<file path="src/rtl/seg7_scan_capture_if.sv">
// Display bus snooped by seg7_scan_capture: active-low anode/segment inputs and
// the rebuilt frame outputs. The slave side is the capture block.
interface seg7_scan_capture_if;
    logic [7:0]  disp_an_i;
    logic [7:0]  disp_seg_i;
    logic [63:0] frame_seg_o;
    logic [31:0] frame_hex_o;
    logic [7:0]  hex_ok_o;
    logic        frame_valid_o;
    logic        scan_err_o;
    logic        timeout_o;

    modport master (
        output disp_an_i, disp_seg_i,
        input  frame_seg_o, frame_hex_o, hex_ok_o, frame_valid_o, scan_err_o, timeout_o
    );

    modport slave (
        input  disp_an_i, disp_seg_i,
        output frame_seg_o, frame_hex_o, hex_ok_o, frame_valid_o, scan_err_o, timeout_o
    );
endinterface

</file>
<file path="src/rtl/seg7_scan_capture.sv">
// Rebuilds the 8-digit frame shown on a multiplexed active-low 7-segment bus,
// checks the scan order and decodes each digit back to a hex nibble.
module seg7_scan_capture #(
    parameter int unsigned STABLE_CYCLES  = 4,
    parameter int unsigned TIMEOUT_CYCLES = 1048576
) (
    input  logic               clk,
    input  logic               rst,
    seg7_scan_capture_if.slave scan_if
);
    localparam int unsigned      RUN_W    = $clog2(STABLE_CYCLES + 2);
    localparam int unsigned      TO_W     = $clog2(TIMEOUT_CYCLES + 1);
    localparam logic [RUN_W-1:0] RUN_FIRE = RUN_W'(STABLE_CYCLES);
    localparam logic [RUN_W-1:0] RUN_MAX  = RUN_W'(STABLE_CYCLES + 1);
    localparam logic [TO_W-1:0]  TO_MAX   = TO_W'(TIMEOUT_CYCLES - 1);

    typedef enum logic [1:0] {IDLE, CAPTURE, COMMIT} state_t;

    state_t           state_q;
    logic [7:0]       an_q, seg_q;
    logic [RUN_W-1:0] run_q, run_d;
    logic [TO_W-1:0]  tcnt_q, tcnt_d;
    logic [2:0]       exp_q;
    logic [63:0]      shadow_q, frame_seg_q;
    logic [31:0]      frame_hex_q;
    logic [7:0]       hex_ok_q;
    logic             frame_valid_q, scan_err_q, timeout_q;
    logic             sample, is_digit, is_blank;
    logic [2:0]       digit;

    // Returns {match, nibble}; the decimal point (bit 7) plays no part.
    function automatic logic [4:0] decode(input logic [6:0] s);
        case (s)
            7'h40:   decode = 5'h10;
            7'h79:   decode = 5'h11;
            7'h24:   decode = 5'h12;
            7'h30:   decode = 5'h13;
            7'h19:   decode = 5'h14;
            7'h12:   decode = 5'h15;
            7'h02:   decode = 5'h16;
            7'h78:   decode = 5'h17;
            7'h00:   decode = 5'h18;
            7'h10:   decode = 5'h19;
            7'h08:   decode = 5'h1A;
            7'h03:   decode = 5'h1B;
            7'h46:   decode = 5'h1C;
            7'h21:   decode = 5'h1D;
            7'h06:   decode = 5'h1E;
            7'h0E:   decode = 5'h1F;
            default: decode = 5'h00;
        endcase
    endfunction

    always_comb begin
        run_d  = (scan_if.disp_an_i != an_q) ? RUN_W'(1)
               : ((run_q == RUN_MAX) ? run_q : run_q + RUN_W'(1));
        tcnt_d = (tcnt_q == TO_MAX) ? tcnt_q : tcnt_q + TO_W'(1);
        // Run saturates one past the threshold so exactly one sample fires per dwell.
        sample   = (run_q == RUN_FIRE);
        is_digit = $onehot(~an_q);
        is_blank = (an_q == '1);
        digit    = '0;
        for (int unsigned k = 0; k < 8; k++) begin
            if (!an_q[k]) digit = 3'(k);
        end
    end

    always_ff @(posedge clk) begin
        if (rst) begin
            an_q  <= '1;
            seg_q <= '1;
            run_q <= '0;
        end else begin
            an_q  <= scan_if.disp_an_i;
            seg_q <= scan_if.disp_seg_i;
            run_q <= run_d;
        end
    end

    always_ff @(posedge clk) begin
        if (rst) begin
            state_q       <= IDLE;
            exp_q         <= '0;
            shadow_q      <= '1;
            tcnt_q        <= '0;
            frame_seg_q   <= '1;
            frame_hex_q   <= '0;
            hex_ok_q      <= '0;
            frame_valid_q <= 1'b0;
            scan_err_q    <= 1'b0;
            timeout_q     <= 1'b0;
        end else begin
            frame_valid_q <= 1'b0;
            if (state_q == COMMIT) begin
                tcnt_q        <= '0;
                timeout_q     <= 1'b0;
                frame_seg_q   <= shadow_q;
                frame_valid_q <= 1'b1;
                for (int unsigned k = 0; k < 8; k++) begin
                    {hex_ok_q[k], frame_hex_q[4*k +: 4]} <= decode(shadow_q[8*k +: 7]);
                end
                exp_q   <= '0;
                state_q <= CAPTURE;
            end else begin
                tcnt_q <= tcnt_d;
                if (tcnt_d == TO_MAX) timeout_q <= 1'b1;
                if (sample && is_digit) begin
                    if (state_q == IDLE) begin
                        if (digit == 3'd0) begin
                            shadow_q[7:0] <= seg_q;
                            exp_q         <= 3'd1;
                            state_q       <= CAPTURE;
                        end
                    end else if (digit == exp_q) begin
                        shadow_q[8*exp_q +: 8] <= seg_q;
                        exp_q                  <= exp_q + 3'd1;
                        if (exp_q == 3'd7) state_q <= COMMIT;
                    end else begin
                        scan_err_q <= 1'b1;
                        if (digit == 3'd0) begin
                            shadow_q[7:0] <= seg_q;
                            exp_q         <= 3'd1;
                        end else begin
                            state_q <= IDLE;
                        end
                    end
                end else if (sample && !is_blank) begin
                    scan_err_q <= 1'b1;
                    state_q    <= IDLE;
                end
            end
        end
    end

    assign scan_if.frame_seg_o   = frame_seg_q;
    assign scan_if.frame_hex_o   = frame_hex_q;
    assign scan_if.hex_ok_o      = hex_ok_q;
    assign scan_if.frame_valid_o = frame_valid_q;
    assign scan_if.scan_err_o    = scan_err_q;
    assign scan_if.timeout_o     = timeout_q;
endmodule

</file>
<file path="src/flat_wrapper.sv">
// flat-port wrapper written by rule: the top's interface ports become plain ports
module seg7_scan_capture_flat 
#(
    parameter int unsigned STABLE_CYCLES  = 4,
    parameter int unsigned TIMEOUT_CYCLES = 1048576
)
  (clk, rst, scan_if_disp_an_i, scan_if_disp_seg_i, scan_if_frame_seg_o, scan_if_frame_hex_o, scan_if_hex_ok_o, scan_if_frame_valid_o, scan_if_scan_err_o, scan_if_timeout_o);
  seg7_scan_capture_if scan_if_i ();
  input  logic clk;
  input  logic rst;
  input wire logic [$bits(scan_if_i.disp_an_i)-1:0] scan_if_disp_an_i;
  input wire logic [$bits(scan_if_i.disp_seg_i)-1:0] scan_if_disp_seg_i;
  output wire logic [$bits(scan_if_i.frame_seg_o)-1:0] scan_if_frame_seg_o;
  output wire logic [$bits(scan_if_i.frame_hex_o)-1:0] scan_if_frame_hex_o;
  output wire logic [$bits(scan_if_i.hex_ok_o)-1:0] scan_if_hex_ok_o;
  output wire logic [$bits(scan_if_i.frame_valid_o)-1:0] scan_if_frame_valid_o;
  output wire logic [$bits(scan_if_i.scan_err_o)-1:0] scan_if_scan_err_o;
  output wire logic [$bits(scan_if_i.timeout_o)-1:0] scan_if_timeout_o;
  assign scan_if_i.disp_an_i = scan_if_disp_an_i;
  assign scan_if_i.disp_seg_i = scan_if_disp_seg_i;
  assign scan_if_frame_seg_o = scan_if_i.frame_seg_o;
  assign scan_if_frame_hex_o = scan_if_i.frame_hex_o;
  assign scan_if_hex_ok_o = scan_if_i.hex_ok_o;
  assign scan_if_frame_valid_o = scan_if_i.frame_valid_o;
  assign scan_if_scan_err_o = scan_if_i.scan_err_o;
  assign scan_if_timeout_o = scan_if_i.timeout_o;
  seg7_scan_capture #(.STABLE_CYCLES(STABLE_CYCLES), .TIMEOUT_CYCLES(TIMEOUT_CYCLES)) u_core (.clk(clk), .rst(rst), .scan_if(scan_if_i));
endmodule
</file>
<file path="config.mk">
export PLATFORM = sky130hd
export DESIGN_NAME = seg7_scan_capture_flat
export DESIGN_NICKNAME = d
export VERILOG_FILES = /design/src/rtl/seg7_scan_capture_if.sv /design/src/rtl/seg7_scan_capture.sv /design/src/flat_wrapper.sv
export SDC_FILE = /design/constraint.sdc
export NUM_CORES = 1
export LEC_CHECK = 0
export CORE_ASPECT_RATIO = 0.5
export CORE_MARGIN = 1.5
export CORE_UTILIZATION = 55
export DETAILED_ROUTE_END_ITERATION = 7
export PLACE_DENSITY = 0.85
export SLEW_MARGIN = 25
export SYNTH_ARGS = -nofsm -noshare
export SYNTH_HDL_FRONTEND = slang
export SYNTH_SLANG_ARGS = --single-unit
</file>
<file path="constraint.sdc">
create_clock -name clk -period 5.2 [get_ports clk]
set_input_delay 1.04 -clock clk [delete_from_list [all_inputs] [get_ports clk]]
set_output_delay 1.04 -clock clk [all_outputs]
set_load 0.05 [all_outputs]
</file>
==> run summary <==
Pwr dens -> 258 nW/µm²
Asr flop ratio synth -> 0
Status -> finished, final reports clean
WHS Path Cells -> 2
Slowest stage delay, CP -> 0.74 ns
H-tree levels -> 1
Core ar. -> 18700 µm²
CP required -> 5.63 ns
DRC -> 0
CP Launch Type -> flip-flop
Postcts setup bufs -> 0
Post-DP HPWL -> 18500 µm
Setup WS post-layout -> 0.407 ns
Combinational share of power -> 0.037
Clock Path Buffers -> 3
Vias in the first global route -> 8987
CP top delay family -> simple AND/OR/NAND/NOR gates
RSZ-0062 raised after global routing -> no
Row count -> 35
Syn Nets -> 1241
Antenna cells -> 0
Area growth syn-to-layout -> 17.8%
CTS buffer count -> 20
Sum Neg Setup Slack -> 0 ns
Initial core utilization -> 0.570
DR WL/cell -> 17.6 µm
Min-Delay Path Class -> flip-flop to flip-flop
Syn. warnings -> 0
Global-route track usage on met1 -> 0.365
Die Wd -> 200 µm
Clock Skews -> 0.00864 ns
Worst-Margin Slew -> 0.980 ns
Share of layout cells above drive strength 1 -> 0.0678
Routed WL -> 26900 µm
Clock power share -> 0.444
Post-synth EDFFs -> 0
Seq. cell area -> 4320 µm²
Seq cells post-synth -> 216
M2 GR Usage -> 0.436
Flop pwr share -> 0.519
Cells after Synth -> 1198
Arrival time at the worst endpoint -> 5.23 ns
First-pass DRT Iterations -> 5
Most Crowded Layer GR -> met2
CTS resizes -> 0
R2R depth -> 14
Initial drt markers -> 682
Global route overflow -> 0
Met3 Usage GRT -> 0.0553
Levels on crit path -> 14
Final #Nets -> 1298
Critical-path cell list -> inv_1, ha_1, fa_1, inv_1, fa_1, inv_1, ha_1, fa_1, nor4b_2, nand3_1, nor3_4, nand4b_4, nor4b_4, a221o_1
Avg Inst Size Synth -> 8.89 µm²
# clock sinks -> 216
Gr usage total -> 0.268
Footprint of the multi-input gates -> 5840 µm²
Int Pwr -> 2.52 mW
NetSw -> 0.711 mW
Post-CTS Hold Fix Bufs -> 0
Switching Share -> 0.220
Final setup viols -> 0
Largest net degree at the start of global routing -> 84
Post-synth top area share -> 0.406
Tmin final -> 4.79 ns
Antenna violations before repair -> 0
DR vias/cell -> 6.31
Reg clk slew, reported paths -> 0.06 ns
Routed via count -> 9631
Seq/Total Area, Yosys -> 0.406
Main flop type after synthesis -> dfxtp_1
Hold Vio Cnt, Final -> 0
CP max-delay cell -> nor4b_4
Max cap viols -> 0
Worst hold slack -> 0.442 ns
CP endpoint kind -> flip-flop
GPL Wtd Cong -> 0.927
Fmax -> 209 MHz
Final antenna-violating net count -> 0
Post-Syn Area -> 10700 µm²
Die area -> 20300 µm²
Clk_lat worst skew -> 0.50 ns
I/O Buffers -> 124
Distinct cell type count after synthesis -> 82
CP max FO -> 16
Slew HR -> 0.346
CTS tree -> yes
Critical path class -> flip-flop to flip-flop
Leading area contributor after synthesis -> dfxtp_1
CTS Root Cell -> clkbuf_16
Crit share post-route -> 0.922
Leak Pwr -> 4.67 nW
Peak supply drop -> 193 µV
Top cells by area, synth -> dfxtp_1, o22a_1, a221o_1
Worst Path Buf+Inv -> 3
Max Transition Viols Final -> 0
Global-route wire length before repair -> 44400 µm
DP Worst Slack -> 0.425 ns
Fill cell count -> 1443
Top Ports -> 125
Die Span Y -> 101 µm
[synth_stat cells (11+ instances only)]
| cell | number |
|---|---|
| clkbuf_1 | 81 |
| o22a_1 | 62 |
| a221o_1 | 49 |
| nor2_1 | 78 |
| o21ai_0 | 50 |
| a21oi_1 | 44 |
| ha_1 | 21 |
| nand2b_1 | 12 |
| nand2_1 | 95 |
| and2_1 | 14 |
| nor3b_1 | 13 |
| nand4_1 | 16 |
| inv_1 | 35 |
| or3_1 | 12 |
| dfxtp_1 | 216 |
| or2_2 | 20 |
| a22o_1 | 14 |
| and3_1 | 21 |
| nor4_1 | 15 |
| nand3b_1 | 14 |
| nand3_1 | 31 |
| nor2b_1 | 27 |
| a31oi_1 | 20 |
| a211oi_1 | 11 |
| xnor2_1 | 17 |
| nor3_1 | 32 |
| a211o_1 | 14 |
| xor2_1 | 13 |
[worst paths after layout]
check,from,endpoint,slack [ns]
min,u_core.scan_if.hex_ok_o[3],u_core.scan_if.hex_ok_o[3],0.44
max reg2reg,u_core.an_q[4],u_core.shadow_q[57],0.41
min reg2reg,u_core.scan_if.hex_ok_o[3],u_core.scan_if.hex_ok_o[3],0.44
max,u_core.an_q[4],u_core.shadow_q[57],0.41
[cell usage in the layout (no fill, tap or decap), types with 30 or more instances in the layout]
master           instances
dfxtp_1                216
clkdlybuf4s50_1        123
nand2_1                 94
nor2_1                  78
o22a_1                  62
o21ai_0                 50
a221o_1                 49
a21oi_1                 43
inv_1                   35
nor3_1                  32
nand3_1                 30
[final cells by class]
class	count	share of cell area
clock buffers	25	0.0447
clock inverters	10	0.00618
inverters	36	0.0108
repair buffers	131	0.103
well taps	259	0.0258
flip-flops and latches	216	0.344
multi-input cells	850	0.465
[worst min-delay path, cell delays in order, from the launching register on]
cell	delay [ns]
dfxtp_1	0.31
nand2_1	0.05
nand2_1	0.04
[registers in the layout (all words and copies together), names as in the netlist]
name,count
u_core.run_q,3
u_core.scan_if.frame_hex_o,32
u_core.an_q,8
u_core.scan_if.hex_ok_o,8
u_core.seg_q,8
u_core.scan_if.frame_valid_o,1
u_core.scan_if.frame_seg_o,64
u_core.scan_if.timeout_o,1
u_core.state_q,2
u_core.tcnt_q,21
u_core.shadow_q,64
u_core.scan_if.scan_err_o,1
u_core.exp_q,3
[layer usage]
metal / vias to the layer above / share of wire
li1: 4599 / -
met1: 4633 / 0.46
met2: 350 / 0.45
met3: 49 / 0.067
met4: 0 / 0.023
met5: - / 0
[per-stage QoR]
step,cells,cell area [µm²],power [mW],util
2_1_floorplan,1198,10700,1.79,-
3_3_place_gp,1492,11900,1.83,0.637
3_5_place_dp,1492,11900,1.83,0.637
4_1_cts,1527,12600,3.25,0.671
5_1_grt,1527,12600,3.34,0.671
6_report,1527,12600,3.24,0.671
[power by group through the flow]
stage	Sequential [mW]	Combinational [mW]	Clock, mW
after global placement	1.72	0.113	0
after CTS	1.68	0.119	1.46
final	1.68	0.119	1.44
after detailed placement	1.72	0.118	0
after floorplan	1.71	0.0825	0
after global routing	1.68	0.132	1.53
[logic make-up (layout without fill, tap and decap cells)]
| family | Yosys count | in the layout | share of synthesized area |
|---|---|---|---|
| adder cells (fa/ha/maj) | 25 | 25 | 0.0322 |
| multiplexers | 9 | 9 | 0.00846 |
| buffers and inverters | 132 | 202 | 0.0478 |
| AND/OR/NAND/NOR | 440 | 440 | 0.232 |
| AO/OA/AOI/OAI | 346 | 346 | 0.249 |
| flip-flops | 216 | 216 | 0.406 |
| XOR/XNOR | 30 | 30 | 0.0247 |
Power figures use the tool's default switching activity.
